--- config.mk ---
export PLATFORM = sky130hd
export DESIGN_NAME = fp_exc_classifier
export DESIGN_NICKNAME = d
export VERILOG_FILES = /design/src/rtl/fp_exc_classifier.sv
export SDC_FILE = /design/constraint.sdc
export NUM_CORES = 1
export LEC_CHECK = 0
export ABC_AREA = 0
export CAP_MARGIN = 20
export CELL_PAD_IN_SITES_DETAIL_PLACEMENT = 0
export CELL_PAD_IN_SITES_GLOBAL_PLACEMENT = 2
export CORE_ASPECT_RATIO = 0.7
export CORE_UTILIZATION = 18
export DETAILED_ROUTE_END_ITERATION = 6
export PLACE_DENSITY_LB_ADDON = 0.25
export SYNTH_ARGS = -nofsm -noshare
export SYNTH_HDL_FRONTEND = slang
export SYNTH_SLANG_ARGS = --single-unit
--- constraint.sdc ---
create_clock -name CLK -period 2.7 [get_ports CLK]
set_input_delay 0.675 -clock CLK [delete_from_list [all_inputs] [get_ports CLK]]
set_output_delay 0.675 -clock CLK [all_outputs]
set_load 0.02 [all_outputs]
--- src/rtl/fp_exc_classifier.sv ---
// fp_exc_classifier
// Multi-channel IEEE-754 operand classifier sitting between operand fetch and
// the FPU arithmetic units. Each channel's operand is classified into a 3-bit
// class code. The codes are returned through a one-entry valid/ready output
// register with 1-cycle latency. Sticky class flags and a saturating NaN-event
// counter are accumulated for the status/CSR logic.
//
// Ports:
//   CLK, RSTN     clock (rising edge), asynchronous active-low reset
//   in_valid      operand bundle valid
//   in_ready      bundle can be accepted (= !out_valid || out_ready)
//   in_data       NUM_CH slices of {sign, exponent, mantissa}; channel k in slice k
//   out_valid     classification result valid
//   out_ready     downstream accepts the result
//   out_exc       per-channel class code, channel k at [3k+2:3k]
//                 000 normal, 001 zero, 010 subnormal, 011 inf, 100 qNaN, 101 sNaN
//   out_any_nan   some channel of the held result is a NaN
//   sticky        {snan, qnan, inf, subnormal, zero}, set-only
//   clr_sticky    synchronous clear of sticky and nan_cnt
//   nan_cnt       accepted bundles containing a NaN, saturating
module fp_exc_classifier #(
    parameter int EXP_W  = 8,
    parameter int MAN_W  = 23,
    parameter int NUM_CH = 2,
    parameter int CNT_W  = 8
) (
    input  logic                              CLK,
    input  logic                              RSTN,
    input  logic                              in_valid,
    output logic                              in_ready,
    input  logic [NUM_CH*(1+EXP_W+MAN_W)-1:0] in_data,
    output logic                              out_valid,
    input  logic                              out_ready,
    output logic [NUM_CH*3-1:0]               out_exc,
    output logic                              out_any_nan,
    output logic [4:0]                        sticky,
    input  logic                              clr_sticky,
    output logic [CNT_W-1:0]                  nan_cnt
);

    localparam int SLICE_W = 1 + EXP_W + MAN_W;

    typedef enum logic {
        EMPTY = 1'b0,
        FULL  = 1'b1
    } state_t;

    state_t                  state_q, state_d;
    logic [NUM_CH*3-1:0]     out_exc_q, out_exc_d;
    logic                    out_any_nan_q, out_any_nan_d;
    logic [4:0]              sticky_q, sticky_d;
    logic [CNT_W-1:0]        nan_cnt_q, nan_cnt_d;

    logic [NUM_CH*3-1:0]     cls_codes;
    logic [NUM_CH-1:0][4:0]  ch_flags;
    logic [NUM_CH-1:0]       ch_nan;
    logic [NUM_CH-1:0]       sign_unused;

    // Per-channel classification; purely a function of the operand fields.
    generate
        for (genvar gi = 0; gi < NUM_CH; gi++) begin : g_ch
            logic [EXP_W-1:0] exp_f;
            logic [MAN_W-1:0] man_f;
            logic [2:0]       code;

            assign exp_f          = in_data[gi*SLICE_W+MAN_W +: EXP_W];
            assign man_f          = in_data[gi*SLICE_W +: MAN_W];
            assign sign_unused[gi] = in_data[gi*SLICE_W+MAN_W+EXP_W];

            always_comb begin
                code = 3'b000;
                if (exp_f == '0) begin
                    code = (man_f == '0) ? 3'b001 : 3'b010;
                end else if (exp_f == '1) begin
                    if (man_f == '0) begin
                        code = 3'b011;
                    end else if (man_f[MAN_W-1]) begin
                        code = 3'b100;
                    end else begin
                        code = 3'b101;
                    end
                end
            end

            assign cls_codes[3*gi +: 3] = code;
            // Only the NaN codes have bit 2 set.
            assign ch_nan[gi]   = code[2];
            assign ch_flags[gi] = {code == 3'b101, code == 3'b100, code == 3'b011,
                                   code == 3'b010, code == 3'b001};
        end
    endgenerate

    assign in_ready = (state_q == EMPTY) || out_ready;

    always_comb begin
        logic             accept;
        logic [4:0]       bundle_flags;
        logic [CNT_W-1:0] cnt_base;

        accept       = in_valid && in_ready;
        bundle_flags = '0;
        for (int k = 0; k < NUM_CH; k++) begin
            bundle_flags = bundle_flags | ch_flags[k];
        end

        state_d       = state_q;
        out_exc_d     = out_exc_q;
        out_any_nan_d = out_any_nan_q;
        if (accept) begin
            state_d       = FULL;
            out_exc_d     = cls_codes;
            out_any_nan_d = |ch_nan;
        end else if (out_ready) begin
            state_d = EMPTY;
        end

        // Clear takes effect before the event of the same cycle is applied.
        sticky_d = (clr_sticky ? 5'b0 : sticky_q) | (accept ? bundle_flags : 5'b0);

        cnt_base  = clr_sticky ? '0 : nan_cnt_q;
        nan_cnt_d = cnt_base;
        if (accept && (|ch_nan) && (cnt_base != '1)) begin
            nan_cnt_d = cnt_base + CNT_W'(1);
        end
    end

    always_ff @(posedge CLK or negedge RSTN) begin
        if (!RSTN) begin
            state_q       <= EMPTY;
            out_exc_q     <= '0;
            out_any_nan_q <= 1'b0;
            sticky_q      <= '0;
            nan_cnt_q     <= '0;
        end else begin
            state_q       <= state_d;
            out_exc_q     <= out_exc_d;
            out_any_nan_q <= out_any_nan_d;
            sticky_q      <= sticky_d;
            nan_cnt_q     <= nan_cnt_d;
        end
    end

    assign out_valid   = (state_q == FULL);
    assign out_exc     = out_exc_q;
    assign out_any_nan = out_any_nan_q;
    assign sticky      = sticky_q;
    assign nan_cnt     = nan_cnt_q;

endmodule

* Word-level counts from Yosys, hierarchy flattened
Cells that the tools add are included.
W data, S select, Z words.
** Cells by class
- Add/sub/neg operators :: 1
- Bitwise gates (word level) :: 3
- Mux-type cells :: 16
- Equal/unequal tests :: 13
- Reduce and logical (&&, ||, !) cells :: 10
** Operators by type and width (count)
- $logic_not A23 Y1 :: 2
- $mux W3 :: 6
- $eq A8 B8 Y1 const B :: 2
- $logic_not A8 Y1 :: 2
- $mux W8 :: 2
- $eq A3 B2 Y1 const B :: 4
- $eq A3 B3 Y1 const B :: 4
- $mux W5 :: 2
- $or A5 B5 Y5 :: 2
- $add A8 B1 Y8 const B :: 1
- $ne A8 B8 Y1 const B :: 1
- $eq A3 B1 Y1 const B :: 2
- $mux W1 :: 4
- $mux W2 :: 2
- $logic_and A1 B1 Y1 :: 3
- $reduce_bool A2 Y1 :: 1
- $reduce_or A2 Y1 :: 1
- $logic_or A1 B1 Y1 :: 1
- $not A1 Y1 :: 1
** Storage, ports and cells
- Bits of input ports :: 69
- Logic and storage cells :: 48
- Output and inout port bits :: 22
- Register bits after elaboration :: 21

* Longest topological paths before layout
- Depth after elaboration :: 8
- Gate-level depth with buffers :: 9
- Gate-level depth less buffers :: 8

* Worst setup path before layout
OpenSTA, ideal clock, no wires.
- Kind :: input to register
- Start point :: in clr_sticky
- End point :: reg nan_cnt_q[3] (netlist: nan_cnt[3])
- Cell stages on the path :: 9
- Path slack :: 0.187 ns
- Arrival :: 2.386 ns
- Buffers on the path :: 1
- Required time :: 2.572 ns
- Setup time :: 0.128 ns
- Cell sequence :: buf_6 > nand2b_1 > inv_1 > ha_1 > inv_1 > or3b_4 > o311ai_4 > a211oi_1 > mux2_1
** On the way
- Cells in the longest elaborated chain, start to end :: 4
- Elaborated cells between the ends (all ways) :: 5
- Those cells by class :: add/sub (1); eq/ne (1); mux (2); reduce/logical (1)
** RTL lines
- from (decl) :: RTL line 37 : input logic clr_sticky,
- $mux W8 (*) :: RTL line 120 : cnt_base = clr_sticky ? '0 : nan_cnt_q;
- branches (longest 2 deep; another with $add A8 B1 Y8)
- $mux W8 (*) :: RTL line 122 : if (accept && (|ch_nan) && (cnt_base != '1)) begin
- net nan_cnt_d[3] :: RTL line 52 : logic [CNT_W-1:0] nan_cnt_q, nan_cnt_d;
- to (signal assigned) :: RTL line 139 : nan_cnt_q <= nan_cnt_d;
- to (decl) :: RTL line 52
Mark *: on every way through the listed nets, which the timed path passes.
A chain may end at the register's enable or synchronous reset.

* Worst setup path in the final report
- Start point :: in out_ready
- End point :: out in_ready
** On the way
- Cells in the longest elaborated chain, start to end :: 1
** RTL lines
- from (decl) :: RTL line 33 : input logic out_ready,
- $logic_or A1 B1 Y1 :: RTL line 93 : assign in_ready = (state_q == EMPTY) || out_ready;
- to (decl) :: RTL line 30 : output logic in_ready,
Every way passes these cells.

==> impl.org <==
** Synth
- Net Count, Synth :: 200
- Number of synthesized register bits :: 21
- A synthesized cell averages 9.58 sq um.
- Share of synthesized area occupied by flip-flops and latches :: 0.422
- Ranked by total cell area, the synthesized netlist is headed by sky130_fd_sc_hd__dfrtp_1, sky130_fd_sc_hd__nor4_1, sky130_fd_sc_hd__mux2_1.
- The mapped netlist covers approximately 1200 sq um.
- Yosys printed 0 warnings.
- Yosys top cell area share :: 0.422
- Of all cell types, the one taking the most synthesized area is sky130_fd_sc_hd__dfrtp_1.
- Post-synthesis cell count :: 130
- Number of distinct standard cells referenced by the synthesized netlist :: 35

** Clocking
- The tree is rooted in a sky130_fd_sc_hd__clkbuf_8.
- TritonCTS built the clock tree.
- CTS buffer count :: 3
- In this run the number of H-tree levels came out at 1.
- Hold-fix buffer count after cts :: 0
- For the worst-skew pair, the clock arrives at the later sink with an insertion delay of 0.27 ns.
- Clock-pin slew was measured on the worst setup and hold paths at 0.07 ns.
- In this run the deepest clock path goes through 2 buffers.
- Clock sinks :: 21

** Worst setup path
- Data arrives at the worst endpoint at 1.85 ns.
- The worst setup path is captured at an output port.
- Worst Path Max Fanout :: 2
- The worst setup path is of the in2out kind.
- Req. time, crit path :: 2.03 ns
- CP Launch Type :: input pin

** Pwr
- Of the total power, the share spent switching nets is 0.228.
- Share of total power in sequential cells :: 0.468
- The share of total power dissipated in the clock network is 0.308.
- Power comes to 678 uW.
- Internal cell power :: between 500 and 600 uW
- Leakage :: about 0.00095 uW
- For this design the total switching power over the nets is around 150 uW.
- Dividing total power by cell area gives a power density of 281 nW/um^2.
- Logic pwr share :: 0.225
- Max VDD drop :: roughly 160 uV

** Routing
- Avg Vias per Cell :: around 4.3
- Drt first-iter violations :: 58
- Before antenna repair, the detailed router went through 4 iterations.
- Final ANT Viol Nets :: 0
- Routed wire length :: 4300 um
- In the routed design, unresolved DRC markers number 0.
- Dividing the detail-routed wire length by the instance count gives 13.1 um.
- For this block, the via count after detailed routing is 1,402.

** Global routing
- GRT Util Overall :: 0.127
- Entering global routing, the biggest net connects 22 pins.
- Total congestion overflow :: 0
- The number of global-route vias before repair was approximately 1,400.
- Global-route wire length before repair :: 7000 um
- Number of antenna violations at the first check in global routing :: 0

** Floorplanning
- The region available for standard cell placement spans ~6500 sq um.
- Starting Density :: 0.193
- Area of the die :: 7260 sq um
- Boundary pin count :: 91
- The floorplan step set the die height to 71.6 um.
- Number of core rows :: 24
- Chip width :: 101 um

** Layout
- Relative to the synthesized area, the layout overhead comes to 93.8%.
- The library cell used most frequently in the layout, excluding fill and tap cells, is sky130_fd_sc_hd__clkdlybuf4s50_1.
- The repair_antennas step left the layout with diodes totalling 0.
- Commonest non-fill, non-tap cells in the layout :: sky130_fd_sc_hd__clkdlybuf4s50_1, sky130_fd_sc_hd__dfrtp_1, sky130_fd_sc_hd__nor2_1, sky130_fd_sc_hd__buf_4, sky130_fd_sc_hd__nor4_1
- Share of final-layout standard cells stronger than drive strength 1 :: 0.123
- The net count of the finished layout is 307.

** Run status
- Result of the run :: complete, no violations

** Timing
- Final Hold Viols :: 0
- For the final database, setup skew stands at 0.0130 ns.
- At the pin with the least slew margin, the transition time is approximately 0.37 ns.
- After layout, the minimum clock period comes to around 2.5 ns.
- Setup repair after global routing left no endpoint under its margin.
- Relative slew slack :: 0.754
- Timing would allow up to 396 MHz.
- Total Negative Setup Slacks :: 0 ns
- Number of setup violations in the final report :: 0
- Count of final max-slew check failures :: 0
- Final worst-path cycle share :: 0.936
- Final-layout worst hold slack :: 0.477 ns

** Placed design
- Routability cong. :: 0.759
- Count of port buffers added during placement :: between 80 and 90
- Detail Placement HPWL :: 3640 um

** Job
- The tool flagged a number of max-cap violations equal to 0.

** Hold path
- Path category of the worst min-delay check :: reg2reg
==> worst max-delay path: stages <==
cell                              delay, ns
sky130_fd_sc_hd__clkdlybuf4s50_1       0.44
sky130_fd_sc_hd__nand2b_1              0.13
sky130_fd_sc_hd__clkdlybuf4s50_1       0.61
==> flip-flops by register name, indices dropped and copies added, names as in the netlist <==
register	count
nan_cnt	8
out_exc	6
sticky	5
out_any_nan	1
out_valid	1
==> power by group through the flow <==
stage	Clock [uW]	Combinational [uW]	Sequential, uW
floorplan	0	24.3	325
global placement	0	151	323
detailed placement	0	152	323
CTS	217	153	317
global route	230	166	317
finish	208	152	317
==> metrics by stage <==
stage	area, sq um	cells	util	worst slack (ns)
floorplan	1240	130	-	0.187
global placement	2350	322	0.364	-0.282
detailed placement	2350	322	0.364	-0.289
CTS	2400	326	0.371	0.0197
global route	2410	327	0.374	0.117
finish	2410	327	0.374	0.174
==> cell type report <==
type / instances / area, sq um
Inverter: 5 / 18.8
Timing Repair Buffer: 104 / 1020
Sequential cell: 21 / 526
Clock inverter: 1 / 5.00
Clock buffer: 3 / 41.3
Tap cell: 91 / 114
Multi-Input combinational cell: 102 / 688
Fill cell: 684 / 4040
==> worst paths after layout <==
kind,start,end,slack (ns),cells past startpoint
setup / recovery,out_ready,in_ready,0.17,3
hold / removal,out_exc[0]$_DFFE_PN0P_,out_exc[0]$_DFFE_PN0P_,0.48,2
setup reg to reg,nan_cnt[1]$_DFF_PN0_,nan_cnt[4]$_DFF_PN0_,0.47,9
hold reg to reg,out_exc[0]$_DFFE_PN0P_,out_exc[0]$_DFFE_PN0P_,0.48,2
max in group asynchronous,RSTN,nan_cnt[4]$_DFF_PN0_,1.70,2
min in group asynchronous,RSTN,out_exc[5]$_DFFE_PN0P_,0.76,2
==> synthesized netlist by cell type <==
library cell / n
sky130_fd_sc_hd__dfrtp_1: 21
sky130_fd_sc_hd__nor2_1: 15
sky130_fd_sc_hd__nor4_1: 12
sky130_fd_sc_hd__nand2_1: 11
sky130_fd_sc_hd__nand4_1: 6
sky130_fd_sc_hd__a211oi_1: 5
sky130_fd_sc_hd__inv_1: 5
sky130_fd_sc_hd__mux2_1: 5
sky130_fd_sc_hd__nand3_1: 4
sky130_fd_sc_hd__nor3_1: 4
sky130_fd_sc_hd__o21ai_0: 4
sky130_fd_sc_hd__mux2i_1: 3
sky130_fd_sc_hd__nand2b_1: 3
sky130_fd_sc_hd__a21o_1: 2
sky130_fd_sc_hd__a21oi_1: 2
sky130_fd_sc_hd__a221o_1: 2
sky130_fd_sc_hd__a22oi_1: 2
sky130_fd_sc_hd__and2b_2: 2
sky130_fd_sc_hd__nor2b_1: 2
sky130_fd_sc_hd__o21ai_2: 2
sky130_fd_sc_hd__o2bb2ai_1: 2
sky130_fd_sc_hd__or4_1: 2
sky130_fd_sc_hd__xnor2_1: 2
sky130_fd_sc_hd__a2111oi_2: 1
sky130_fd_sc_hd__a211o_1: 1
sky130_fd_sc_hd__a21boi_0: 1
sky130_fd_sc_hd__a21oi_2: 1
sky130_fd_sc_hd__a32o_1: 1
sky130_fd_sc_hd__and2_1: 1
sky130_fd_sc_hd__buf_6: 1
sky130_fd_sc_hd__clkbuf_1: 1
sky130_fd_sc_hd__ha_1: 1
sky130_fd_sc_hd__o311ai_4: 1
sky130_fd_sc_hd__o32ai_1: 1
sky130_fd_sc_hd__or3b_4: 1
==> routing by layer <==
layer | vias to the layer above | track usage | routed length (um)
met2 | 33 | 0.194 | 1880
met1 | 653 | 0.181 | 2190
met5 | - | 0 | 0
met3 | 2 | 0.0371 | 213
met4 | 0 | 0.0145 | 12
li1 | 714 | - | -
==> cells by family (layout without fill, tap and decap cells) <==
kind of cell,count (synthesis),count (layout),synth area share
and+or+nand+nor,63,63,0.266
adders and majority gates,1,1,0.0100
buffers and inverters,7,113,0.0271
DFF,21,21,0.422
AOI/OAI and AO/OA,28,28,0.191
muxes,8,8,0.0693
xor gates and xnor gates,2,2,0.0141
==> what timing repair did <==
action	4_1_cts	5_1_grt
setup buffers	0	1
setup endpoints to repair	1	5
resized for setup	0	3
pin swaps	1	1
No activity file was read; power rests on OpenSTA's default activity.
